`config.mk`:
```
export PLATFORM = sky130hd
export DESIGN_NAME = uart_recv
export DESIGN_NICKNAME = d
export VERILOG_FILES = /design/src/rtl/uart_recv.sv
export SDC_FILE = /design/constraint.sdc
export NUM_CORES = 1
export LEC_CHECK = 0
export CAP_MARGIN = 20
export CORE_UTILIZATION = 50
export DETAILED_ROUTE_END_ITERATION = 10
export PLACE_DENSITY = 0.73
export SYNTH_ARGS = -nofsm -noshare
export SYNTH_HDL_FRONTEND = slang
export SYNTH_SLANG_ARGS = --single-unit
```
`constraint.sdc`:
```
create_clock -name CLK -period 2.8 [get_ports CLK]
set_input_delay 0.84 -clock CLK [delete_from_list [all_inputs] [get_ports CLK]]
set_output_delay 0.84 -clock CLK [all_outputs]
set_load 0.05 [all_outputs]
```
`src/rtl/uart_recv.sv`:
```
// 8N1 UART receiver: synchronises RXD, samples each bit at its midpoint and
// reports good bytes with DATA_READY and bad stop bits with FRAME_ERR.
module uart_recv #(
    parameter int CLKS_PER_BIT = 434
) (
    input  logic       CLK,
    input  logic       RST,
    input  logic       RXD,
    output logic [7:0] DATA,
    output logic       DATA_READY,
    output logic       FRAME_ERR,
    output logic       BUSY
);

    localparam int HALF_BIT = CLKS_PER_BIT / 2;
    localparam int CNT_W    = $clog2(10 * CLKS_PER_BIT);

    typedef enum logic [2:0] {
        WAIT_HIGH,
        IDLE,
        START,
        DATA_BITS,
        STOP
    } state_t;

    state_t           state;
    logic             sync1;
    logic             rx_s;
    logic [1:0]       primed;
    logic [CNT_W-1:0] cnt;
    logic [CNT_W-1:0] sample_at;
    logic [2:0]       bit_idx;
    logic [7:0]       shift;

    // NOTE: synchronous reset -- RST is only acted on at a CLK edge, so it is
    // tested inside the clocked block rather than listed in the sensitivity list.
    // The synchroniser resets to the idle-high line level.
    always_ff @(posedge CLK) begin
        if (RST) begin
            sync1 <= 1'b1;
            rx_s  <= 1'b1;
        end else begin
            sync1 <= RXD;
            rx_s  <= sync1;
        end
    end

    // primed marks that rx_s reflects the pin rather than the reset value,
    // so a line held low across reset is not mistaken for idle-high.
    // NOTE: non-blocking assignments keep every register updating from the
    // values of the previous cycle, independent of statement order.
    always_ff @(posedge CLK) begin
        if (RST) begin
            state      <= WAIT_HIGH;
            primed     <= 2'b00;
            cnt        <= '0;
            sample_at  <= '0;
            bit_idx    <= 3'd0;
            shift      <= 8'h00;
            DATA       <= 8'h00;
            DATA_READY <= 1'b0;
            FRAME_ERR  <= 1'b0;
        end else begin
            DATA_READY <= 1'b0;
            FRAME_ERR  <= 1'b0;
            primed     <= {primed[0], 1'b1};

            case (state)
                WAIT_HIGH: begin
                    if (primed[1] && rx_s)
                        state <= IDLE;
                end

                IDLE: begin
                    // cnt tracks t, where t=0 is the cycle the low is seen
                    cnt       <= CNT_W'(1);
                    sample_at <= CNT_W'(HALF_BIT);
                    if (!rx_s)
                        state <= START;
                end

                START: begin
                    cnt <= cnt + 1'b1;
                    if (cnt == sample_at) begin
                        sample_at <= sample_at + CNT_W'(CLKS_PER_BIT);
                        bit_idx   <= 3'd0;
                        state     <= rx_s ? IDLE : DATA_BITS;
                    end
                end

                DATA_BITS: begin
                    cnt <= cnt + 1'b1;
                    if (cnt == sample_at) begin
                        sample_at <= sample_at + CNT_W'(CLKS_PER_BIT);
                        shift     <= {rx_s, shift[7:1]};
                        bit_idx   <= bit_idx + 3'd1;
                        if (bit_idx == 3'd7)
                            state <= STOP;
                    end
                end

                STOP: begin
                    cnt <= cnt + 1'b1;
                    if (cnt == sample_at) begin
                        if (rx_s) begin
                            DATA       <= shift;
                            DATA_READY <= 1'b1;
                            state      <= IDLE;
                        end else begin
                            FRAME_ERR <= 1'b1;
                            state     <= WAIT_HIGH;
                        end
                    end
                end

                default: state <= WAIT_HIGH;
            endcase
        end
    end

    assign BUSY = (state != IDLE);

endmodule

```
Yosys cells after proc, flatten, opt, wreduce, memory -nomap -nowiden
Index checks and enable logic that the tools add are counted.

Add/sub/neg operators: 3. Equality and inequality tests: 14. Muxes and demuxes: 18. Bitwise logic cells: 2. Reductions and logical operators: 13.

Operators by type and width (number): one-hot mux 13 bit (2 select lines) (2); 2-to-1 mux 3 bit (8); one-hot mux 3 bit (5 select lines) (1); adder 13 x 1 -> 13 bit, second input constant (1); adder 13 x 9 -> 13 bit, second input constant (1); == test 13 bit (1); 2-to-1 mux 13 bit (1); inequality test 2 bit, second input constant (6); == test 3 x 2 -> 1 bit, second input constant (2); == test 3 bit, second input constant (2); one-hot mux 3 bit (2 select lines) (1); AND reduction 3 bit (2); AND reduction 6 bit (1); nonzero test 2 bit (3); OR reduction 3 bit (2); 2-to-1 mux 1 bit (4); AND reduction 2 bit (2); adder 3 x 1 -> 3 bit, second input constant (1); == test 3 x 1 -> 1 bit, second input constant (1); zero test 3 bit (1); inequality test 3 x 1 -> 1 bit, second input constant (1); 2-to-1 mux 2 bit (1); inequality test 2 x 1 -> 1 bit, second input constant (1); inverter 1 bit (2); 2 further kinds (2).

Flip-flop bits (word level): 54. Input bits: 3. Output and inout port bits: 11. Word-level logic and storage cells: 62.

Depth between registers and ports, before layout
Gate-level depths: netlist of the first run.

Word-level depth: 4. Gate-level depth with buffers: 7. Mapped depth without buffers: 6.

Worst setup path before layout of the first run
No wires, ideal clock.

Path kind: reg2out. Start point: register state[0]. End point: output BUSY. Data arrival time: 1.528 ns. Required time: 1.960 ns. Setup slack: 0.432 ns. Cell stages (with the launch flop): 5. Buffers on the path: 2. Cells stage by stage: dfxtp_1 clkbuf_1 nor3b_1 inv_1 clkbuf_1.

Word-level cells in the longest chain between the ends: 1.

RTL lines: start: declaration (RTL line 26) `state_t state;`; start signal: assignment (RTL line 87) `state <= rx_s ? IDLE : DATA_BITS;`; inequality test 3 x 1 -> 1 bit (RTL line 121) `assign BUSY = (state != IDLE);`; end: declaration (RTL line 12) `output logic BUSY`.

No other way between the ends.

Final worst setup path of the first run
Same ends and word-level chain as after synthesis.

==> results.md, run 1 <==
* Status: completed
* Fraction of synthesis flops using an asynchronous set or reset pin at 0%
* Pin slew with the least headroom to its limit at 0.492 ns
* Maximum clock rate at 411 MHz
* DRC violation count after routing at 0
* Maximum vdd ir drop at roughly 0.00035 V
* Fraction of power consumed by sequential logic at 52.0%
* Half-perimeter wire length after placement at around 3.8 mm
* Power consumption at 0.00159 W
* Routability congestion estimate at between 0.7 and 0.8
* Io pins at 14
* RSZ-0062 raised after global routing: false
* Layout cell share with drive strength beyond 1 at around 11%
* Setup repair bufs after CTS at 0
* Initial antenna violation count at 0
* Class of the tightest hold or removal check: flip-flop to flip-flop
* Number of antenna-violating nets in the routed design at 0
* Switching Power at 0.000440 W
* Standard-cell rows at 25
* ANT cells at 0
* Post-route minimum period at 2.44 ns
* Layout overhead on the synthesized area at 13.2%
* CTS-repair resized insts at 0
* Clock Latency Late Sink at 0.31 ns
* Overall routing resource usage at between 20% and 30%
* Number of levels in the clock H-tree at 2
* Synthesized instance count at 293
* Period utilization at between 80% and 90%
* Most used DFF post-synth: sky130_fd_sc_hd__dfxtp_1
* Via count at 2,123
* Area inside the core boundary at approximately 4800 µm²
* Fraction of power spent switching nets at 27.7%
* Post-Route Setup TNS at 0 ns
* Kind of end point of the critical path: primary output
* Worst-path fanout max at 12
* Worst path arrival time at approximately 1.6 ns
* DIE AREA at 5470 µm²
* Area share of the largest cell type after synthesis at 41.8%
* Sequential share of the synthesized area at 41.8%
* Data required time of the critical path at 1.96 ns
* Library cells used by synthesis at 52
* Wire length of the first global-routing pass at 9.16 mm
* Beginning of the worst register-to-register path: state[2]
* Post-synthesis area per instance at 8.84 µm²
* Setup slack on the worst flop-to-flop path at 0.62 ns
* Clock group share of total power at 33.6%
* Worst clock skew at 0.0112 ns
* Via count of the first global-routing pass at 1,994
* Share of power burned in combinational logic at 14.5%
* Pin count of the biggest net entering global routing at 37
* Count of routing violations after the opening detailed-route iteration at between 100 and 150
* Number of max-cap violations at 0
* Buffer cell driving the clock tree root: sky130_fd_sc_hd__clkbuf_8
* Category of the critical setup timing path: flip-flop to primary output
* Initial Util at around 53%
* Static leakage at 1.07 nW
* Number of synthesized flops with an enable pin at 0
* Internal power at 0.00115 W
* Worst reg-to-reg path cell count at 7
* Synth Warn # at 0
* Buffers from clock root to sink, at most at 2
* Wire length per cell after detailed routing at around 14 µm
* Leading post-synthesis cells by cell area: sky130_fd_sc_hd__dfxtp_1, sky130_fd_sc_hd__mux2i_1, sky130_fd_sc_hd__nand2_1, sky130_fd_sc_hd__xnor2_1, sky130_fd_sc_hd__nor2_1
* Clock tree from TritonCTS: built
* R2R Path End: DATA[6]
* Number of hold-repair buffers added at the cts stage at 0
* Wirelength, routed at 5.35 mm
* Worst Hold Path EP: rx_s
* Synth Register Bits at 54
* Post-layout net count at approximately 310
* Synthesized area at 2590 µm²
* Startpoint kind of the worst setup timing path: flip-flop
* Cell mode on critical path: sky130_fd_sc_hd__buf_4
* Drt first pass iters at 4
* Utilization of the core after routing at a little over 60%
* Total power density per cell area at 543 nW/µm²
* Detail-routed via count per cell at 5.66
* Vertical die dimension at 74.0 µm
* Max stage delay cell, worst path: sky130_fd_sc_hd__dfxtp_1
* Inserted Clock Buffers at 5
* Total congestion overflow after global routing at 0
* Total number of clock tree sinks at 54
* Slew margin rel. at 67.1%
* Die span in x at 74.0 µm
* Hold Vio Cnt, Final at 0
* Count of fill cells added during filler insertion at 414
* Clock transition at path regs at about 0.10 ns
* Largest stage delay on the critical path at 0.59 ns
* Port Buffers at 13
* Min-Delay Path Depth at 1
* Final number of setup-violating endpoints at 0
* Most frequent cells after synthesis: sky130_fd_sc_hd__dfxtp_1, sky130_fd_sc_hd__nand2_1, sky130_fd_sc_hd__nor2_1
* Count leader, synth: sky130_fd_sc_hd__dfxtp_1
* Ordered list of cells on the worst path: nor3b_1, buf_4, inv_1, buf_4
* Hold path startpoint: sync1
* Max-slew violation count at 0
* Top cell type by total area after synthesis: sky130_fd_sc_hd__dfxtp_1
* Net count after synthesis at 300
flip-flops by register name (all words and copies together), names as in the netlist:
name        flops
cnt            13
rx_s            1
FRAME_ERR       1
primed          2
DATA            8
DATA_READY      1
bit_idx         3
sample_at      13
sync1           1
shift           8
state           3
metal layers:
layer	up-vias	global-route usage, %	part of all wire (%)
met5	-	0	0
met4	0	7.05	1.0
met3	6	4.61	3.7
li1	1089	-	-
met2	30	36.2	47
met1	998	28.2	48
placed cells by master, fill, tap and decap left out, types with 2 or more instances in the layout:
| cell | count |
|---|---|
| sky130_fd_sc_hd__dfxtp_1 | 54 |
| sky130_fd_sc_hd__nand2_1 | 33 |
| sky130_fd_sc_hd__nor2_1 | 28 |
| sky130_fd_sc_hd__mux2i_1 | 18 |
| sky130_fd_sc_hd__a21oi_1 | 15 |
| sky130_fd_sc_hd__xnor2_1 | 13 |
| sky130_fd_sc_hd__clkdlybuf4s50_1 | 12 |
| sky130_fd_sc_hd__nand4_1 | 10 |
| sky130_fd_sc_hd__nand3_1 | 10 |
| sky130_fd_sc_hd__buf_4 | 10 |
| sky130_fd_sc_hd__o21ai_0 | 9 |
| sky130_fd_sc_hd__or3_1 | 6 |
| sky130_fd_sc_hd__o31ai_1 | 6 |
| sky130_fd_sc_hd__inv_1 | 5 |
| sky130_fd_sc_hd__and3_1 | 5 |
| sky130_fd_sc_hd__or4_1 | 5 |
| sky130_fd_sc_hd__a31oi_1 | 5 |
| sky130_fd_sc_hd__nor3_1 | 5 |
| sky130_fd_sc_hd__clkbuf_8 | 5 |
| sky130_fd_sc_hd__and4_1 | 4 |
| sky130_fd_sc_hd__mux2_2 | 4 |
| sky130_fd_sc_hd__ha_1 | 4 |
| sky130_fd_sc_hd__nor4_1 | 3 |
| sky130_fd_sc_hd__nor3b_1 | 2 |
| sky130_fd_sc_hd__nor2b_1 | 2 |
| sky130_fd_sc_hd__xor2_1 | 2 |
| sky130_fd_sc_hd__a311oi_1 | 2 |
| sky130_fd_sc_hd__a211o_1 | 2 |
| sky130_fd_sc_hd__or2_2 | 2 |
worst max-delay path, delay by kind of cell (launching register included):
family / cells / cell delay (ns)
AND/OR/NAND/NOR: 1 / 0.25
flip-flops: 1 / 0.59
buffers and inverters: 3 / 0.46
power groups by stage:
stage	logic, W	registers (W)	clock network (W)
4_1_cts	0.000230	0.000826	0.000547
6_report	0.000230	0.000827	0.000534
5_1_grt	0.000255	0.000831	0.000582
3_3_place_gp	0.000225	0.000842	0
2_1_floorplan	0.000191	0.000827	0
3_5_place_dp	0.000228	0.000843	0
worst max-delay path by stage:
| stage | slack, ns | endpoint | startpoint | cells past startpoint |
|---|---|---|---|---|
| after floorplan | 0.43 | BUSY | state[0] | 4 |
| after global placement | 0.66 | sample_at[5] | RST | 5 |
| after detailed placement | 0.65 | sample_at[5] | RST | 5 |
| after CTS | 0.37 | BUSY | state[0] | 4 |
| after global routing | 0.25 | BUSY | state[0] | 4 |
| final | 0.36 | BUSY | state[0] | 4 |
layout make-up:
class | count | area (µm²) | share of cell area, %
Multi-Input combinational cell | 217 | 1410 | 48.2
Sequential cell | 54 | 1080 | 36.9
Timing Repair Buffer | 23 | 215 | 7.34
Tap cell | 67 | 83.8 | 2.86
Clock buffer | 5 | 68.8 | 2.35
Clock inverter | 3 | 47.5 | 1.62
Inverter | 6 | 22.5 | 0.768
through the flow:
step                setup WS (ns)  instance area (µm²)  hold slack [ns]  cells
global route                0.252                 2930            0.443    375
floorplan                   0.432                 2590            0.389    293
global placement            0.664                 2820            0.391    367
detailed placement          0.648                 2820            0.396    367
CTS                         0.374                 2930            0.420    375
finish                      0.364                 2930            0.416    375
cells by family (layout without fill, tap and decap cells):
family	count (synthesis)	in the layout	synth area share, %
multiplexers	22	22	8.70
XOR/XNOR	16	16	5.70
AO/OA/AOI/OAI	53	53	13.7
buffers and inverters	22	37	3.67
flip-flops	54	54	41.8
adder cells (fa/ha/maj)	4	4	1.93
AND/OR/NAND/NOR	122	122	24.5
(Power assumes the default switching activity.)
==> run 2: changes to the inputs <==
Settings changed: CTS_BUF_LIST set to sky130_fd_sc_hd__clkbuf_4 sky130_fd_sc_hd__clkbuf_8 sky130_fd_sc_hd__clkbuf_16, SLEW_MARGIN set to 25, TNS_END_PERCENT set to 20.
==> results of run 2 <==
No change in the layout: final DEF, timing and power equal those of run 1.
